==> config.mk <==
export PLATFORM = sky130hd
export DESIGN_NAME = decode_stage
export DESIGN_NICKNAME = d
export VERILOG_FILES = /design/src/rtl/decode_stage.sv
export SDC_FILE = /design/constraint.sdc
export NUM_CORES = 1
export LEC_CHECK = 0
export BUFFER_PORTS_ARGS = -buffer_cell sky130_fd_sc_hd__buf_2
export CORE_MARGIN = 2
export CORE_UTILIZATION = 35
export CTS_CLUSTER_SIZE = 8
export DETAILED_ROUTE_END_ITERATION = 6
export GPL_TIMING_DRIVEN = 1
export MAX_ROUTING_LAYER = met4
export SLEW_MARGIN = 20
export SYNTH_ARGS = -nofsm -noshare
export SYNTH_HDL_FRONTEND = slang
export SYNTH_SLANG_ARGS = --single-unit
export TNS_END_PERCENT = 20
==> constraint.sdc <==
create_clock -name clk -period 6.65 [get_ports clk]
set_clock_uncertainty 0.05 [all_clocks]
set_input_delay 1.33 -clock clk [delete_from_list [all_inputs] [get_ports clk]]
set_output_delay 1.33 -clock clk [all_outputs]
set_load 0.03 [all_outputs]
==> src/rtl/decode_stage.sv <==
// decode_stage: decode / operand-fetch stage feeding execute.
// Drives the register file read ports, tracks pending destination writes in
// a per-register scoreboard, stalls on read-after-write hazards and presents
// decoded operands through a registered valid/ready output.
// Optional feature macro: BYPASS_EN (forward same-cycle writeback data to a
// blocked source instead of waiting one more cycle for the register file).
module decode_stage #(
  parameter int NREGS       = 8,
  parameter int STALL_CNT_W = 16
) (
  input  logic                   clk,
  input  logic                   reset,
  input  logic                   in_valid,
  output logic                   in_ready,
  input  logic [15:0]            in_instr,
  input  logic [15:0]            in_pc,
  output logic                   rf_r_en1,
  output logic                   rf_r_en2,
  output logic [15:0]            rf_reg1,
  output logic [15:0]            rf_reg2,
  input  logic [15:0]            rf_r_data1,
  input  logic [15:0]            rf_r_data2,
  input  logic                   wb_valid,
  input  logic [2:0]             wb_rd,
  input  logic [15:0]            wb_data,
  output logic                   out_valid,
  input  logic                   out_ready,
  output logic [3:0]             out_opcode,
  output logic [2:0]             out_rd,
  output logic [15:0]            out_a,
  output logic [15:0]            out_b,
  output logic [15:0]            out_imm,
  output logic [15:0]            out_pc,
  output logic                   out_wr,
  output logic                   halted,
  output logic [STALL_CNT_W-1:0] stall_cycles
);

  typedef enum logic {
    S_RUN,
    S_HALTED
  } state_e;

  state_e                 state_q, state_d;
  logic                   out_valid_q, out_valid_d;
  logic [3:0]             out_opcode_q, out_opcode_d;
  logic [2:0]             out_rd_q, out_rd_d;
  logic [15:0]            out_a_q, out_a_d;
  logic [15:0]            out_b_q, out_b_d;
  logic [15:0]            out_imm_q, out_imm_d;
  logic [15:0]            out_pc_q, out_pc_d;
  logic                   out_wr_q, out_wr_d;
  logic [NREGS-1:0]       pending_q, pending_d;
  logic [STALL_CNT_W-1:0] stall_q, stall_d;

  logic [3:0]  opcode;
  logic [2:0]  rd, rs1, rs2;
  logic [5:0]  imm6;
  logic        is_r, is_i, is_halt, use1, use2, dec_wr;
  logic        byp1, byp2, blk1, blk2, blocked, capture;
  logic [15:0] opnd1, opnd2;

  // Field extraction and opcode classification of the incoming instruction.
  always_comb begin
    opcode  = in_instr[15:12];
    rd      = in_instr[11:9];
    rs1     = in_instr[8:6];
    rs2     = in_instr[5:3];
    imm6    = in_instr[5:0];
    is_halt = (opcode == 4'hF);
    is_r    = !opcode[3];
    is_i    = opcode[3] && !is_halt;
    use1    = is_r || is_i;
    use2    = is_r;
    dec_wr  = !(opcode == 4'h7 || opcode == 4'hE || is_halt) && (rd != 3'd0);
  end

`ifdef BYPASS_EN
  // A source retiring this cycle is forwarded from the writeback bus.
  always_comb begin
    byp1 = wb_valid && (wb_rd == rs1);
    byp2 = wb_valid && (wb_rd == rs2);
  end
`else
  // Without forwarding a pending source waits until the register file holds it.
  always_comb begin
    byp1 = 1'b0;
    byp2 = 1'b0;
  end
`endif

  // Read ports, hazard detection, operand selection and input handshake.
  always_comb begin
    rf_reg1  = {13'd0, rs1};
    rf_reg2  = {13'd0, rs2};
    rf_r_en1 = in_valid && use1;
    rf_r_en2 = in_valid && use2;
    blk1     = use1 && (rs1 != 3'd0) && pending_q[rs1] && !byp1;
    blk2     = use2 && (rs2 != 3'd0) && pending_q[rs2] && !byp2;
    blocked  = blk1 || blk2;
    opnd1    = (rs1 == 3'd0) ? '0 : (byp1 ? wb_data : rf_r_data1);
    opnd2    = (rs2 == 3'd0) ? '0 : (byp2 ? wb_data : rf_r_data2);
    in_ready = (state_q == S_RUN) && !blocked && (!out_valid_q || out_ready);
    capture  = in_valid && in_ready;
    halted   = (state_q == S_HALTED);
  end

  // Next-state: output register, scoreboard, run/halt FSM and stall counter.
  always_comb begin
    state_d      = state_q;
    out_valid_d  = out_valid_q;
    out_opcode_d = out_opcode_q;
    out_rd_d     = out_rd_q;
    out_a_d      = out_a_q;
    out_b_d      = out_b_q;
    out_imm_d    = out_imm_q;
    out_pc_d     = out_pc_q;
    out_wr_d     = out_wr_q;
    pending_d    = pending_q;
    stall_d      = stall_q;

    if (capture) begin
      out_valid_d  = 1'b1;
      out_opcode_d = opcode;
      out_rd_d     = rd;
      out_a_d      = use1 ? opnd1 : '0;
      out_b_d      = use2 ? opnd2 : '0;
      out_imm_d    = is_i ? {{10{imm6[5]}}, imm6} : '0;
      out_pc_d     = in_pc;
      out_wr_d     = dec_wr;
    end else if (out_valid_q && out_ready) begin
      out_valid_d = 1'b0;
    end

    // Clear first so a same-cycle set of the same register takes priority.
    if (wb_valid) pending_d[wb_rd] = 1'b0;
    if (capture && dec_wr) pending_d[rd] = 1'b1;
    pending_d[0] = 1'b0;

    if (state_q == S_RUN && capture && is_halt) state_d = S_HALTED;

    if (in_valid && blocked && stall_q != '1) stall_d = stall_q + STALL_CNT_W'(1);
  end

  // State registers with synchronous reset.
  always_ff @(posedge clk) begin
    if (reset) begin
      state_q      <= S_RUN;
      out_valid_q  <= 1'b0;
      out_opcode_q <= '0;
      out_rd_q     <= '0;
      out_a_q      <= '0;
      out_b_q      <= '0;
      out_imm_q    <= '0;
      out_pc_q     <= '0;
      out_wr_q     <= 1'b0;
      pending_q    <= '0;
      stall_q      <= '0;
    end else begin
      state_q      <= state_d;
      out_valid_q  <= out_valid_d;
      out_opcode_q <= out_opcode_d;
      out_rd_q     <= out_rd_d;
      out_a_q      <= out_a_d;
      out_b_q      <= out_b_d;
      out_imm_q    <= out_imm_d;
      out_pc_q     <= out_pc_d;
      out_wr_q     <= out_wr_d;
      pending_q    <= pending_d;
      stall_q      <= stall_d;
    end
  end

  // Registered outputs.
  always_comb begin
    out_valid    = out_valid_q;
    out_opcode   = out_opcode_q;
    out_rd       = out_rd_q;
    out_a        = out_a_q;
    out_b        = out_b_q;
    out_imm      = out_imm_q;
    out_pc       = out_pc_q;
    out_wr       = out_wr_q;
    stall_cycles = stall_q;
  end

endmodule

==> flow_summary.yaml, run 1 <==
detailed_routing:
  wirelength_um: 12300
  vias: 4186
  dr.pass1.iters: 5
  wl_per_cell_um: 16.0
  drt-initial-drc-count: 217
  vias_per_cell: 5.42
  drc: 0
  postRouteAntennaNets: 0
clocking:
  cts.path.max_buffers: 2
  cts.htree.levels: 3
  clk_pin_slew_ps: 60
  root_buffer: "clkbuf_16"
  cts.sinks: 87
  cts_resized: 0
  postCtsSetupBuffers: 0
  hold_buffers: 0
  clk_latency_ps: 340
  cts_buffers: 9
  cts_tree: "done"
global_routing:
  antenna_found_initial: 0
  grt_pass1_wl_um: 19500
  grt_max_degree: 87
  overflow: 0
  grt_pass1_vias: 3860
  grtUsageTotal_pct: 19.3
timing:
  slew_headroom_pct: 40.2
  setup_violations: 0
  setup_slack_ps: 2410
  hold_viol_final: 0
  setup_tns_ps: 0
  post-route-min-period_ps: 4240
  rsz0062_at_grt: "false"
  min_period_over_period_pct: 63.8
  tightest_slew_ps: 896
  max_freq_mhz: 236
  finalMaxSlewViolations: 0
logic_synthesis:
  synth-seq-cells: 87
  synth_top_area_cell: "dfxtp_1"
  syn_area_per_cell_um2: 8.35
  netlist_area_um2: 4190
  yosysTopAreaCellShare_pct: 41.5
  ys_top_cells_by_area: "dfxtp_1 (42%), a21oi_1 (8.7%), o21ai_0 (7.8%)"
  ys_seq_area_share_pct: 41.5
  async_flop_share_pct: 0
  synth-edff-count: 0
  synth_ff_type: "dfxtp_1"
  synth_cell_type_count: 45
  netlist_instances: 502
  yosysWarnings: 0
die:
  die_w_um: 113
  initial_core_util_pct: 36.3
  row_count: 39
  io_pins: 213
  die_h_um: 113
  die-area_um2: 12900
  design.core.area_um2: 11600
setup_path:
  crit_chain: "buf_2 > mux2_2 > nor3b_1 > o32ai_4 > nor3_1 > buf_2"
  cp_slowest_cell: "nor3b_1"
  rr_worst_depth: 5
  r2r_slack_ps: 3730
  worst_ep_required_time_ps: 5270
  critPathArrivalTime_ps: 2860
  crit_fanout: 6
  end_kind: "output pin"
  cp.buffers_inverters: 2
  slowest_delay_ps: 430
  start_kind: "input pin"
  cp_top_family: "simple AND/OR/NAND/NOR gates"
  cp_common_cell: "buf_2"
  critical_path_class: "input pin to output pin"
  cp.depth: 6
placed_design:
  io_buffers: 170
  hpwl_um: 8150
  post-place-ws_ps: 2370
  gp_congestion: 0.767
status:
  outcome: "completed"
cells_and_area:
  area_delta_synth_final_pct: 22.3
  fin_nets: 716
  seq_area_um2: 1740
  antenna_cells: 0
  fill_cells: 1196
  multi_input_area_um2: 2060
  layout-drive-gt1-share_pct: 32.4
pwr:
  ir_drop_mv: 0.133
  clock_power_share_pct: 35.2
  p_per_area_nw_per_um2: 243
  seqPwrFrac_pct: 44.7
  p_leak_nw: 2.20
  p_sw_share_pct: 31.1
  p_int_mw: 0.858
  switchingPower_mw: 0.388
  p_comb_share_pct: 20.1
min_path:
  hold_class: "flop to flop"
  hold_depth: 2
flow_run:
  max_cap_viol_count: 0
==> final timing paths <==
| kind | startpoint | end |
|---|---|---|
| worst max-delay path | in_instr[6] | in_ready |
| worst min-delay path | out_a[13] | out_a[13] |
| worst max register to register | pending_q[7] | pending_q[4] |
| worst min register to register | out_a[13] | out_a[13] |
==> cell usage after synthesis (all sizes together), types with 2 or more instances <==
cell	number
nand2	7
nor4	2
inv	2
o32ai	2
or3	2
mux2	9
nor2b	12
o41ai	3
o31ai	11
or4	10
a21oi	73
nand3b	2
o211ai	5
clkbuf	30
nand4	39
nor3b	2
nand2b	5
and4	2
nor3	6
buf	56
dfxtp	87
a221oi	2
and3	3
nand3	37
nor2	14
o21ai	65
==> registers in the layout, indices dropped and copies added (netlist names) <==
register and flops:
halted 1, out_a 16, out_b 16, out_imm 6, out_opcode 4, out_pc 16
out_rd 3, out_valid 1, out_wr 1, pending_q 7, stall_cycles 16
==> through the flow <==
stage	hold WS, ps	area (um2)	power (mW)	cells	util, %
2_1_floorplan	410	4290	0.755	527	-
3_3_place_gp	405	4880	0.815	759	42.2
3_5_place_dp	414	4880	0.819	759	42.2
4_1_cts	422	5120	1.26	773	44.3
5_1_grt	436	5130	1.30	773	44.3
6_report	420	5130	1.25	773	44.3
==> logic make-up (layout without fill, tap and decap cells) <==
kind of cell	count (synthesis)	count (layout)	share of synthesized area, %
flops	87	87	41.5
other cells	1	26	0.0894
mux	11	11	3.19
simple gates	146	146	19.9
fa+ha+maj	1	1	0.298
buf+inv	89	192	12.2
compound gates	167	167	22.9
==> metal layers <==
layer	routed length (um)	track usage (%)	vias to the layer above
met5	0	-	-
met4	232	6.34	0
met3	719	4.78	13
met2	6100	31.3	158
met1	5300	23.8	1976
li1	-	-	2039
==> cell type report <==
type | count | area share, %
clock buffers | 12 | 4.61
clock inverters | 2 | 0.195
inverters | 3 | 0.220
multi-input cells | 351 | 40.2
flip-flops and latches | 87 | 34.0
well taps | 143 | 3.49
repair buffers | 175 | 17.3
==> layout by cell type, fill, tap and decap left out, types with 2 or more instances in the layout <==
cell type  count
and4_1         2
dfxtp_1       87
nand3_1       37
buf_4          5
a21oi_1       73
inv_1          2
or4_1         10
o211ai_1       5
and3_1         3
nand3b_1       2
clkinv_2       2
nor2_2         2
or3_1          2
clkbuf_1       3
nor4_1         2
o31ai_1       10
o21ai_0       65
o41ai_1        3
mux2_2         8
clkbuf_16      9
nor2_1        12
nor2b_1       12
conb_1        26
nor3_1         6
buf_2        170
nand2b_1       5
a221oi_2       2
nand2_1        7
nand4_1       39
==> power by group through the flow <==
stage                     sequential, mW  combinational (mW)  clock [mW]
after floorplan                    0.611               0.144           0
after global placement             0.567               0.248           0
after detailed placement           0.568               0.251           0
after CTS                          0.557               0.252       0.453
after global routing               0.559               0.272       0.472
final                              0.557               0.250       0.439
==> worst reg2reg max path, stage by stage (launching register included) <==
cell and delay [ps]:
dfxtp_1 320, mux4_2 460, nor2b_1 280, o32a_4 820, nand2_1 430, o41ai_1 450
No activity file was read; power rests on OpenSTA's default activity.
==> run 2, diff against run 1 <==
--- a/config.mk
+++ b/config.mk
@@ -12,6 +12,7 @@
 export DETAILED_ROUTE_END_ITERATION = 6
 export GPL_TIMING_DRIVEN = 1
 export MAX_ROUTING_LAYER = met4
+export PLACE_DENSITY = 0.67
 export SLEW_MARGIN = 20
 export SYNTH_ARGS = -nofsm -noshare
 export SYNTH_HDL_FRONTEND = slang
==> constraint.sdc (replaced) <==
create_clock -name clk -period 3.55 [get_ports clk]
set_clock_uncertainty 0.05 [all_clocks]
set_input_delay 0.71 -clock clk [delete_from_list [all_inputs] [get_ports clk]]
set_output_delay 0.71 -clock clk [all_outputs]
set_load 0.03 [all_outputs]
==> flow_summary.yaml, run 2 (synthesis gave the netlist of run 1 again) <==
status:
  outcome: "completed"
cells_and_area:
  seq_area_um2: 1740
  layout-drive-gt1-share_pct: 32.8
  fin_nets: 723
  final_cell_mix: "buf_2 (170), dfxtp_1 (87), a21oi_1 (73)"
  final_common_cell: "buf_2"
  multi_input_area_um2: 2060
  area_delta_synth_final_pct: 23.7
  antenna_cells: 0
  fill_cells: 1167
detailed_routing:
  vias_per_cell: 5.50
  postRouteAntennaNets: 0
  drc: 0
  vias: 4298
  drt-initial-drc-count: 295
  wl_per_cell_um: 16.4
  wirelength_um: 12800
  dr.pass1.iters: 5
pwr:
  p_sw_share_pct: 31.3
  p_leak_nw: 2.24
  switchingPower_mw: 0.746
  p_int_mw: 1.64
  p_comb_share_pct: 20.1
  p_per_area_nw_per_um2: 460
  seqPwrFrac_pct: 43.7
  ir_drop_mv: 0.187
  clock_power_share_pct: 36.1
die:
  row_count: 39
  die_h_um: 113
  die-area_um2: 12900
  die_w_um: 113
  io_pins: 213
  initial_core_util_pct: 36.3
  design.core.area_um2: 11600
timing:
  tightest_slew_ps: 1030
  rsz0062_at_grt: "false"
  setup_slack_ps: 479
  slew_headroom_pct: 31.4
  setup_violations: 0
  min_period_over_period_pct: 86.5
  finalMaxSlewViolations: 0
  max_freq_mhz: 326
  setup_tns_ps: 0
  post-route-min-period_ps: 3070
  hold_viol_final: 0
setup_path:
  start_kind: "input pin"
  rr_worst_depth: 6
  worst_ep_required_time_ps: 2790
  crit_fanout: 6
  critPathArrivalTime_ps: 2310
  end_kind: "output pin"
  critical_path_class: "input pin to output pin"
global_routing:
  grt_max_degree: 67
  overflow: 0
  grt_pass1_wl_um: 20400
  grtUsageTotal_pct: 20.3
  antenna_found_initial: 0
  grt_pass1_vias: 4062
clocking:
  postCtsSetupBuffers: 0
  root_buffer: "clkbuf_16"
  cts.htree.levels: 3
  hold_buffers: 0
  clk_pin_slew_ps: 60
  cts_buffers: 9
  clk_latency_ps: 340
  cts.sinks: 87
  cts_tree: "done"
  cts.path.max_buffers: 2
  cts_resized: 0
placed_design:
  post-place-ws_ps: 472
  gp_congestion: 0.831
  hpwl_um: 8750
  io_buffers: 170
min_path:
  hold_depth: 2
  hold_class: "flop to flop"
flow_run:
  max_cap_viol_count: 0
run 2: worst paths after layout:
path	startpoint	end	slack [ps]
min	out_a[11]	out_a[11]	420
max reg2reg	pending_q[4]	out_wr	1010
min reg2reg	out_a[11]	out_a[11]	420
max	in_instr[6]	in_ready	480
run 2: worst max-delay path, cell delays in order:
cell and delay, ps:
buf_2 160, mux2_2 350, nor3b_1 510, o32ai_4 180, nor3_1 170, buf_2 230
run 2: layout make-up:
type / instances / share of cell area [%]
repair buffers: 182 / 18.1
clock inverters: 1 / 0.0965
clock buffers: 14 / 4.90
multi-input cells: 351 / 39.6
flip-flops and latches: 87 / 33.6
well taps: 143 / 3.45
inverters: 3 / 0.217
run 2: routing by layer:
metal,vias to the layer above,track usage (%),routed length [um]
met3,24,3.56,686
met5,-,-,0
li1,2056,-,-
met4,0,8.70,316
met2,172,33.3,6270
met1,2046,24.7,5580
run 2: power groups by stage:
stage	Combinational, mW	Clock (mW)	Sequential (mW)
2_1_floorplan	0.269	0	1.15
3_5_place_dp	0.479	0	1.06
3_3_place_gp	0.470	0	1.06
6_report	0.481	0.862	1.04
4_1_cts	0.481	0.889	1.04
5_1_grt	0.520	0.926	1.05
run 2: per-stage QoR:
step	cell area, um2	utilization [%]	power, mW	hold slack (ps)	instances
final	5190	44.9	2.39	418	781
after global placement	4930	42.6	1.53	403	766
after global routing	5190	44.9	2.49	438	781
after detailed placement	4930	42.6	1.54	415	766
after CTS	5190	44.9	2.41	423	781
after floorplan	4290	-	1.41	410	527
